--- config.mk ---
export PLATFORM = sky130hd
export DESIGN_NAME = icache
export DESIGN_NICKNAME = d
export VERILOG_FILES = /design/src/rtl/cpu_types_pkg.sv /design/src/rtl/icache.sv
export SDC_FILE = /design/constraint.sdc
export NUM_CORES = 1
export LEC_CHECK = 0
export CAP_MARGIN = 20
export CORE_MARGIN = 5
export CORE_UTILIZATION = 30
export CTS_BUF_LIST = sky130_fd_sc_hd__clkbuf_2 sky130_fd_sc_hd__clkbuf_4 sky130_fd_sc_hd__clkbuf_8
export DETAILED_ROUTE_END_ITERATION = 8
export GPL_ROUTABILITY_DRIVEN = 0
export PLACE_DENSITY = 0.42
export REMOVE_ABC_BUFFERS = 1
export SYNTH_ARGS = -nofsm -noshare
export SYNTH_HDL_FRONTEND = slang
export SYNTH_SLANG_ARGS = --single-unit
--- constraint.sdc ---
create_clock -name CLK -period 6.8 [get_ports CLK]
set_clock_uncertainty 0.15 [all_clocks]
set_input_delay 1.36 -clock CLK [delete_from_list [all_inputs] [get_ports CLK]]
set_output_delay 1.36 -clock CLK [all_outputs]
set_load 0.1 [all_outputs]
--- src/rtl/cpu_types_pkg.sv ---
`default_nettype none
// ============================================================================
//  Module   : cpu_types_pkg
//  Brief    : Shared CPU types for the instruction cache. Holds the fetch
//             address split, the cache frame record and the icache states.
//  Revision : 1.0  initial release
// ============================================================================
package cpu_types_pkg;

  // Address field widths for the default 16-frame, one-word-per-frame icache.
  localparam int ITAG_W = 26;
  localparam int IIDX_W = 4;
  localparam int IBYT_W = 2;

  // Fetch address viewed as tag / index / byte offset.
  typedef struct packed {
    logic [ITAG_W-1:0] tag;
    logic [IIDX_W-1:0] idx;
    logic [IBYT_W-1:0] bytoff;
  } icachef_t;

  // One direct-mapped frame: valid bit, tag and a single instruction word.
  typedef struct packed {
    logic              valid;
    logic [ITAG_W-1:0] tag;
    logic [31:0]       data;
  } icache_frame_t;

  // Two-state controller: look up in IDLE, wait on memory in MISS.
  typedef enum logic [0:0] {
    IC_IDLE = 1'b0,
    IC_MISS = 1'b1
  } icache_state_e;

endpackage : cpu_types_pkg
`default_nettype wire

--- src/rtl/icache.sv ---
`default_nettype none
// ============================================================================
//  Module   : icache
//  Brief    : Direct-mapped, one-word-per-frame, read-only instruction cache.
//             Zero-cycle hits in IDLE; a miss moves to MISS and requests the
//             live fetch address from memory until the word arrives.
//  Revision : 1.0  initial release
// ============================================================================
module icache
  import cpu_types_pkg::*;
#(
  parameter int FRAMES = 16
) (
  input  logic        CLK,
  input  logic        nRST,
  // datapath side
  input  logic        imemREN,
  input  logic [31:0] imemaddr,
  output logic        ihit,
  output logic [31:0] imemload,
  // memory side
  output logic        iREN,
  output logic [31:0] iaddr,
  input  logic        iwait,
  input  logic [31:0] iload
);

  localparam int IDX_W = $clog2(FRAMES);
  localparam int TAG_W = 32 - IDX_W - IBYT_W;

  icache_state_e     state_q, state_d;
  logic [FRAMES-1:0] valid_q;
  logic [TAG_W-1:0]  tag_q  [FRAMES];
  logic [31:0]       data_q [FRAMES];

  logic [IDX_W-1:0]  idx;
  logic [TAG_W-1:0]  tag;
  logic              hit;
  logic              fill_en;

  // Lookup, next-state and output decode; all outputs derive from the live
  // fetch address so a redirect during MISS is followed immediately.
  always_comb begin
    idx      = imemaddr[IDX_W+IBYT_W-1:IBYT_W];
    tag      = imemaddr[31:IDX_W+IBYT_W];
    hit      = imemREN & valid_q[idx] & (tag_q[idx] == tag);
    state_d  = state_q;
    fill_en  = 1'b0;
    ihit     = 1'b0;
    imemload = '0;
    iREN     = 1'b0;
    iaddr    = '0;
    case (state_q)
      IC_IDLE: begin
        // Word is gated by hit so imemload reads zero on any non-hit cycle.
        ihit     = hit;
        imemload = hit ? data_q[idx] : 32'h0;
        if (imemREN && !hit) begin
          state_d = IC_MISS;
        end
      end
      IC_MISS: begin
        iREN  = imemREN;
        iaddr = imemaddr & 32'hFFFF_FFFC;
        if (!imemREN) begin
          // Fetch squashed by the datapath: abandon without writing.
          state_d = IC_IDLE;
        end else if (!iwait) begin
          fill_en = 1'b1;
          state_d = IC_IDLE;
        end
      end
      default: begin
        state_d = IC_IDLE;
      end
    endcase
  end

  // State and frame storage; only valid bits need clearing on reset.
  always_ff @(posedge CLK or negedge nRST) begin
    if (!nRST) begin
      state_q <= IC_IDLE;
      valid_q <= '0;
    end else begin
      state_q <= state_d;
      if (fill_en) begin
        valid_q[idx] <= 1'b1;
        tag_q[idx]   <= tag;
        data_q[idx]  <= iload;
      end
    end
  end

endmodule : icache
`default_nettype wire
# After elaboration in Yosys (flattened, before gate mapping)
# Memory sizes are Yosys's and may differ from the RTL's.
# Cells that the tools add are included.
dict set report op_classes {
  multipliers 0
  eq_ne 1
  n_div 0
  n_shift 0
  muxes 18
  reduce_logical 4
  order_cmp 2
  add_sub_neg 0
  bitwise 4
}
# op count
set op_table {}
lappend op_table {{two-way mux 32 bit} 3}
lappend op_table {{== test 26 bit} 1}
lappend op_table {{bitwise OR 16 bit} 1}
lappend op_table {{two-way mux 1 bit} 12}
lappend op_table {{< comparator 4 x 5 -> 1 bit, second input constant} 1}
lappend op_table {{binary-select mux 1 bit (select 4 bit)} 1}
lappend op_table {{demux 1 bit (select 4 bit)} 1}
lappend op_table {{>= comparator 4 x 1 -> 1 bit, second input constant} 1}
lappend op_table {{logical AND 1 bit} 3}
lappend op_table {{bitwise AND 1 bit} 2}
lappend op_table {{one-hot mux 1 bit (2 select lines)} 1}
lappend op_table {{logical NOT 1 bit} 1}
lappend op_table {{inverter 1 bit} 1}
dict set report word_totals {
  register_bits 17
  mem_bits_rw 928
  elab_cells 33
  mem_bits_ro 0
  out_inout_bits 66
  mem_count 2
  latch_bits 0
  inputBits 68
}
# memory words width read_ports rd_ports_with_merged_regs write_ports line
set memory_table {}
lappend memory_table {data_q 16 32 1 0 1 icache.sv:34} ;# logic [31:0] data_q [FRAMES];
lappend memory_table {tag_q 16 26 1 0 1 icache.sv:33} ;# logic [TAG_W-1:0] tag_q [FRAMES];

# Logic depth before layout (Yosys ltp)
# Gate-level depths: netlist of run 1.
dict set report depth {
  depth_word 8
  ltp_mapped 13
  mapped_depth_nobuf 8
}

# Worst setup path after synthesis of run 1
# No wires, ideal clock.
dict set report synth_timing {
  kind {input to output}
  start {input imemaddr[2]}
  end {output imemload[13]}
  t_required_ps 5290
  stages 12
  n_path_buf 5
  t_arrival_ps 4848
  setup_slack_ps 442
  cell_sequence {buf_6 > buf_6 > buf_2 > buf_4 > nor2_1 > a221oi_1 > xnor2_1 > a31oi_1 > nor4_1 > nand4_2 > buf_6 > nor2b_1}
}
dict set report synth_between {
  elab_chain_cells 6
  word_cells_on_any_way 9
  cone_classes {eq/ne (1); mux (4); bitwise (2); memory (2)}
}
# item line
set synth_rtl {}
lappend synth_rtl {{start: declaration} icache.sv:18} ;# input logic [31:0] imemaddr,
lappend synth_rtl {{branches (longest 4 deep; another with memory read (16 x 26 bit))} --}
lappend synth_rtl {{two-way mux 32 bit (*)} icache.sv:57} ;# imemload = hit ? data_q[idx] : 32'h0;
lappend synth_rtl {{two-way mux 32 bit (*)} icache.sv:53} ;# case (state_q)
lappend synth_rtl {{end: declaration} icache.sv:20} ;# output logic [31:0] imemload,
# Mark *: on every way between the ends. The select of a mux whose other input is x is not followed.

# Worst setup path in the final report of run 1
dict set report layout_timing {
  start {input imemaddr[2]}
  end {output imemload[5]}
}
# The elaborated chain is that of the path after synthesis.

==> results of run 1 <==
## routing by layer
layer | vias to the layer above | global-route usage, % | wire length, um
met5 | - | 0 | 0
met4 | 0 | 3.80 | 1660
met3 | 132 | 2.84 | 3870
met2 | 396 | 25.2 | 48300
met1 | 9545 | 19.6 | 42400
li1 | 7410 | - | -
## sequential cells by signal, summed over array words and instances (netlist names)
register,count
data_q,512
tag_q,416
valid_q,16
state_q,1
## layout make-up
class                           count  area (um^2)  share of cell area, %
Multi-Input combinational cell    588         8210                   18.7
Clock inverter                     39          204                  0.463
Antenna cell                        2         5.00                 0.0114
Sequential cell                   945        28300                   64.3
Inverter                            8         30.0                 0.0682
Tap cell                         1625         2030                   4.62
Clock buffer                      232         2790                   6.33
Timing Repair Buffer              211         2450                   5.56
## report_power, final
part | switching [mW] | internal [mW] | leakage [nW]
clock network | 2.18 | 2.64 | 1.58
registers | 0.0171 | 6.43 | 8.56
logic | 0.424 | 0.293 | 3.79
## layout by cell type (no fill, tap or decap), types with 6 or more instances in the layout
cell type        synthesis  layout
clkinv_2                 0       7
a21o_1                  16      16
mux2_2                  14      14
buf_4                    8      69
nor2b_1                 33      33
o22ai_1                  8       8
nand4_1                  7       7
mux2i_1                 58      58
clkdlybuf4s50_1          0      89
a221oi_1                 9       9
o21ai_0                  6       6
nor2_4                   0      16
mux4_2                 249     249
clkinv_1                 1      26
clkinvlp_4               0       6
xnor2_1                 30      30
xor2_1                  12      12
nor2_1                  36      20
nand2_1                 20      20
dfrtp_1                 17      16
clkbuf_4                 0      65
nand2b_1                 6       6
inv_1                    7       7
and2_1                  27      27
clkbuf_8                 0     167
edfxtp_1               928     928
buf_12                   0      49
## cells by family (layout without fill, tap and decap cells)
logic type | Yosys count | count (layout) | synth area share (%)
other | 1 | 4 | 0.0102
DFF | 945 | 945 | 76.8
and+or+nand+nor | 151 | 151 | 2.22
muxes | 321 | 321 | 17.2
buffers and inverters | 90 | 490 | 1.31
AOI/OAI and AO/OA | 72 | 72 | 1.47
xor gates and xnor gates | 42 | 42 | 0.998
## per-stage QoR
step | total power [mW] | cell area (um^2) | std cells
final | 12.0 | 44000 | 3650
after global routing | 12.5 | 44000 | 3649
after CTS | 12.2 | 44000 | 3647
after detailed placement | 7.30 | 41000 | 3376
after global placement | 7.29 | 41000 | 3376
after floorplan | 6.92 | 36400 | 1541
## how the worst max path moves through the flow
stage | slack (ns) | end | startpoint
2_1_floorplan | 0.40 | imemload[10] | imemaddr[2]
3_3_place_gp | 0.15 | imemload[18] | imemaddr[3]
3_5_place_dp | 0.23 | imemload[5] | imemaddr[2]
4_1_cts | 0.13 | imemload[5] | imemaddr[2]
5_1_grt | 0.04 | imemload[5] | imemaddr[2]
6_report | 0.26 | imemload[5] | imemaddr[2]
## worst register-to-register path, cell delays in order (launching register included)
cell	delay (ns)
dfrtp_2	0.88
clkinv_1	0.45
nor3_1	0.83
nand3_1	0.55
nor2_4	0.70
buf_12	0.48
==> run_results.csv, run 1 <==
group,metric,value,unit
synthesis,synth_flop_cell,"edfxtp_1",
final_layout,final_util,36.1,%
setup_path,reg2reg_to,"data_q[11][12]",
clock_network,cts_tree,"yes",
hold_path,hold_depth,1,
setup_path,reg2reg_from,"state_q",
global_route,track_usage,14.8,%
sta,layout_setup_ws,0.258,ns
setup_path,start_kind,"input pin",
synthesis,synth_area,36900,um^2
setup_path,crit_chain,"buf_8 > buf_12 > buf_4 > mux4_2 > a221oi_1 > xor2_1 > o2111ai_1 > nor4_1 > buf_4 > nand4_4 > buf_4 > nor2b_1 > buf_12",
sta,drv_slew,0,
setup_path,cp.required,5.29,ns
synthesis,yosysWarnings,0,
setup_path,crit_fanout,21,
detailed_routing,drt-initial-drc-count,1005,
final_layout,fillers,11200,
detailed_routing,wl_per_cell,26.4,um
setup_path,critPathBufInv,6,
setup_path,worstSetupPathType,"input pin to output port",
global_route,grt_pass1_vias,19200,
synthesis,yosys_register_bits,945,
sta,final_hold_viol_count,0,
setup_path,cp.depth,13,
power,max-vdd-ir-drop,0.000168,V
synthesis,synth_top_cell_by_area,"edfxtp_1",
floorplanning,rows,128,
synthesis,ys_seq_area_share,76.8,%
floorplanning,core-area,122000,um^2
sta,holdWs,0.306,ns
setup_path,cp_common_cell,"buf_4",
sta,worst_pin_slew,0.974,ns
detailed_routing,vias_per_cell,4.79,
outcome,outcome,"completed",
clock_network,post_cts_resized,0,
synthesis,synth.area.top_cells,"edfxtp_1 (76%), mux4_2 (15%), mux2i_1 (1.6%)",
setup_path,slowest_delay,0.53,ns
sta,setup_viol,0,
synthesis,synthTopCellsByCount,"edfxtp_1 (928), mux4_2 (249), mux2i_1 (58), nor2_1 (36)",
setup_path,cp_top_family,"buffers and inverters",
global_route,antenna_found_initial,4,
hold_path,min_from,"valid_q[12]",
final_layout,drive_gt1_share,32.5,%
placed_design,port_buffers,129,
setup_path,r2r_setup_slack,2.34,ns
floorplanning,io_pins,134,
synthesis,netlist.area_leader.share,75.6,%
sta,fin_tns_setup,0,ns
clock_network,clkSinkCount,945,
placed_design,hpwl,50500,um
detailed_routing,num_vias,17500,
clock_network,clk_latency,0.81,ns
final_layout,syn_to_final_growth,19.4,%
sta,timing.final.crit_share,96.2,%
detailed_routing,dr.pass1.iters,5,
setup_path,reg2reg_depth,5,
detailed_routing,finalWirelength,96200,um
sta,relSlewSlack,34.8,%
hold_path,min_to,"valid_q[12]",
synthesis,netlist_instances,1622,
floorplanning,start_util,30.2,%
synthesis,synth_most_common_cell,"edfxtp_1",
detailed_routing,postRouteAntennaNets,0,
detailed_routing,drc,0,
power,cellLeakagePower,13.9,nW
clock_network,numCtsBuffers,162,
clock_network,h-tree-depth,4,
final_layout,fin_nets,1984,
floorplanning,die_area,130000,um^2
setup_path,slowest_stage,"mux4_2",
synthesis,synth.distinct_cells,53,
sta,rsz0062_at_grt,"false",
synthesis,synth-async-reset-ratio,1.80,%
setup_path,cp.arrival,5.03,ns
placed_design,dp_slack,0.230,ns
sta,fmax,153,MHz
job,maxCapViolCount,0,
global_route,grt_pass1_wl,139000,um
synthesis,syn_area_per_cell,22.7,um^2
clock_network,clk_pin_slew,0.06,ns
global_route,grt_overflow,0,
clock_network,clock_path_buffers,3,
hold_path,hp-class,"register to register",
power,power.density,272,nW/um^2
setup_path,endpoint_kind,"output port",
floorplanning,die_width,360,um
synthesis,synth_edf_count,928,
sta,finalCriticalPeriod,6.54,ns
floorplanning,die_h,360,um
global_route,grt_start_max_net_pins,67,
clock_network,postCtsSetupBuffers,0,
clock_network,holdBufCountCts,0,
clock_network,cts_root_buf,"clkbuf_8",
Note: power is estimated with default switching activity, not from simulation.
==> inputs of run 2 (changes only) <==
clock period = 6.5 ns   (was 6.8 ns; I/O delays follow)
==> run 2 against run 1 <==
  * Core utilization increased by 0.39 points
  * First-iteration DRC count up 27%
  * Combinational power increased by 5.3%
  * Sequential share of layout area decreased by 0.68 points
  * Total power increased by 5.0%
  * Clock-buffer cell count decreased by 15
  * Clock power increased by 5.6%
  * Critical endpoint is now imemload[14]
  * Largest cell class unchanged
==> run_results.csv, run 2 (same netlist as run 1, synthesis figures left out) <==
group,metric,value,unit
power,internal_power,9.78,mW
final_layout,largest_registers,"data_q x512, tag_q x416, valid_q x16",
final_layout,largest_register,"data_q",
setup_path,cp.required,5.05,ns
sta,timing.final.crit_share,93.9,%
final_layout,final_common_cell,"edfxtp_1",
setup_path,crit_fanout,20,
power,pwr-share-comb,6.0,%
setup_path,crit_start,"imemaddr[2]",
placed_design,dp_slack,0.224,ns
floorplanning,core-area,122000,um^2
power,cellLeakagePower,14.2,nW
detailed_routing,vias_per_cell,4.74,
detailed_routing,drt-initial-drc-count,1276,
setup_path,critPathBufInv,6,
placed_design,port_buffers,129,
clock_network,h-tree-depth,4,
global_route,antenna_found_initial,6,
clock_network,clk_latency,0.80,ns
sta,drv_slew,0,
setup_path,slowest_stage,"mux4_2",
power,p_clk_share,40.4,%
final_layout,syn_to_final_growth,20.7,%
sta,worst_pin_slew,1.05,ns
floorplanning,die_h,360,um
sta,rsz0062_at_grt,"false",
power,power_switching,2.81,mW
setup_path,worstSetupPathType,"input pin to output port",
setup_path,cp_common_cell,"buf_12",
detailed_routing,num_vias,17600,
hold_path,hp-class,"register to register",
clock_network,holdBufCountCts,0,
clock_network,clkSinkCount,945,
global_route,grt_start_max_net_pins,51,
sta,fin_tns_setup,0,ns
floorplanning,io_pins,134,
hold_path,min_from,"valid_q[5]",
final_layout,drive_gt1_share,33.6,%
clock_network,post_cts_resized,0,
floorplanning,die_width,360,um
floorplanning,rows,128,
setup_path,cp_top_family,"buffers and inverters",
power,p_seq_share,53.6,%
detailed_routing,drc,0,
power,max-vdd-ir-drop,0.000166,V
sta,layout_setup_ws,0.395,ns
detailed_routing,dr.pass1.iters,4,
clock_network,numCtsBuffers,160,
outcome,outcome,"completed",
clock_network,postCtsSetupBuffers,0,
sta,relSlewSlack,30.3,%
detailed_routing,finalWirelength,96500,um
floorplanning,start_util,30.2,%
job,maxCapViolCount,0,
global_route,grt_pass1_wl,139000,um
clock_network,cts_root_buf,"clkbuf_8",
clock_network,cts_tree,"yes",
final_layout,largest_reg_flops,512,
global_route,grt_overflow,0,
sta,fmax,164,MHz
clock_network,clk_pin_slew,0.06,ns
detailed_routing,wl_per_cell,26.0,um
detailed_routing,postRouteAntennaNets,0,
setup_path,cp.arrival,4.65,ns
global_route,grt_pass1_vias,19400,
setup_path,crit_chain,"buf_8 > buf_12 > buf_4 > mux4_2 > mux2i_1 > xnor2_1 > nor2_1 > nand4_1 > a221oi_2 > nand4_4 > buf_12 > nor2b_1 > buf_4 > buf_12",
clock_network,clock_path_buffers,3,
setup_path,endpoint_kind,"output port",
sta,final_hold_viol_count,0,
final_layout,fin_nets,2020,
sta,setup_viol,0,
placed_design,hpwl,53600,um
floorplanning,die_area,130000,um^2
setup_path,start_kind,"input pin",
sta,finalCriticalPeriod,6.10,ns
final_layout,mostFrequentLayoutCells,"edfxtp_1 (928), mux4_2 (249), clkbuf_8 (166)",
setup_path,slowest_delay,0.54,ns
power,power.density,283,nW/um^2
global_route,track_usage,14.8,%
setup_path,reg2reg_from,"state_q",
power,swShare,22.3,%
run 2: cell count changes in the layout (fill, tap and decap cells not counted), sizes merged:
cell           delta
clkdlybuf4s50     -9
bufinv            +1
inv               +6
buf              +47
clkinv           +29
clkbuf           -15
clkinvlp          -3
run 2: layout make-up:
class                   instances  area [um^2]
fillers                     11200        77400
flip-flops and latches        945        28300
multi-input cells             588         8210
repair buffers                249         2850
clock buffers                 217         2670
well taps                    1625         2030
clock inverters                72          390
inverters                       8         30.0
diodes                          2         5.00
run 2: power by group through the flow:
stage	registers [mW]	logic [mW]	clock network [mW]
floorplan	6.86	0.375	0
global placement	6.86	0.766	0
detailed placement	6.87	0.774	0
CTS	6.74	0.776	5.28
global route	6.74	0.811	5.58
finish	6.74	0.755	5.09
run 2: per-layer routing:
metal / vias to the layer above / share of wire, % / GRT usage (%)
li1: 7516 / - / -
met1: 9569 / 44 / 19.6
met2: 349 / 51 / 25.3
met3: 122 / 3.4 / 2.63
met4: 4 / 1.8 / 3.88
met5: - / 0.028 / 0
run 2: path summary, 6_finish.rpt:
check / slack [ns] / cells after the start / end
worst max-delay path: 0.40 / 14 / imemload[14]
worst min-delay path: 0.31 / 1 / valid_q[5]
worst max register to register: 2.14 / 5 / tag_q[3][9]
worst min register to register: 0.31 / 1 / valid_q[5]
max in group asynchronous: 4.71 / 1 / state_q
min in group asynchronous: 0.87 / 1 / valid_q[5]
run 2: worst reg2reg max path, cell delays in order, from the launching register on:
cell and delay (ns):
dfrtp_2 0.86, clkinv_1 0.45, nor3_1 0.77, nand3_1 0.48, nor2_4 0.92, buf_4 0.41
run 2: stage by stage:
stage | util, % | cell area (um^2) | cells | hold slack [ns] | total power, mW
2_1_floorplan | - | 36400 | 1541 | 0.273 | 7.24
3_3_place_gp | 34.0 | 41400 | 3415 | 0.282 | 7.63
3_5_place_dp | 34.0 | 41400 | 3415 | 0.292 | 7.64
4_1_cts | 36.5 | 44500 | 3704 | 0.307 | 12.8
5_1_grt | 36.5 | 44500 | 3705 | 0.322 | 13.1
6_report | 36.5 | 44500 | 3706 | 0.307 | 12.6
==> inputs of run 3 (changes only) <==
CTS_CLUSTER_DIAMETER = 200   (was default)
==> results of run 3 <==
Final layout, timing and power as in run 2 (identical DEF).
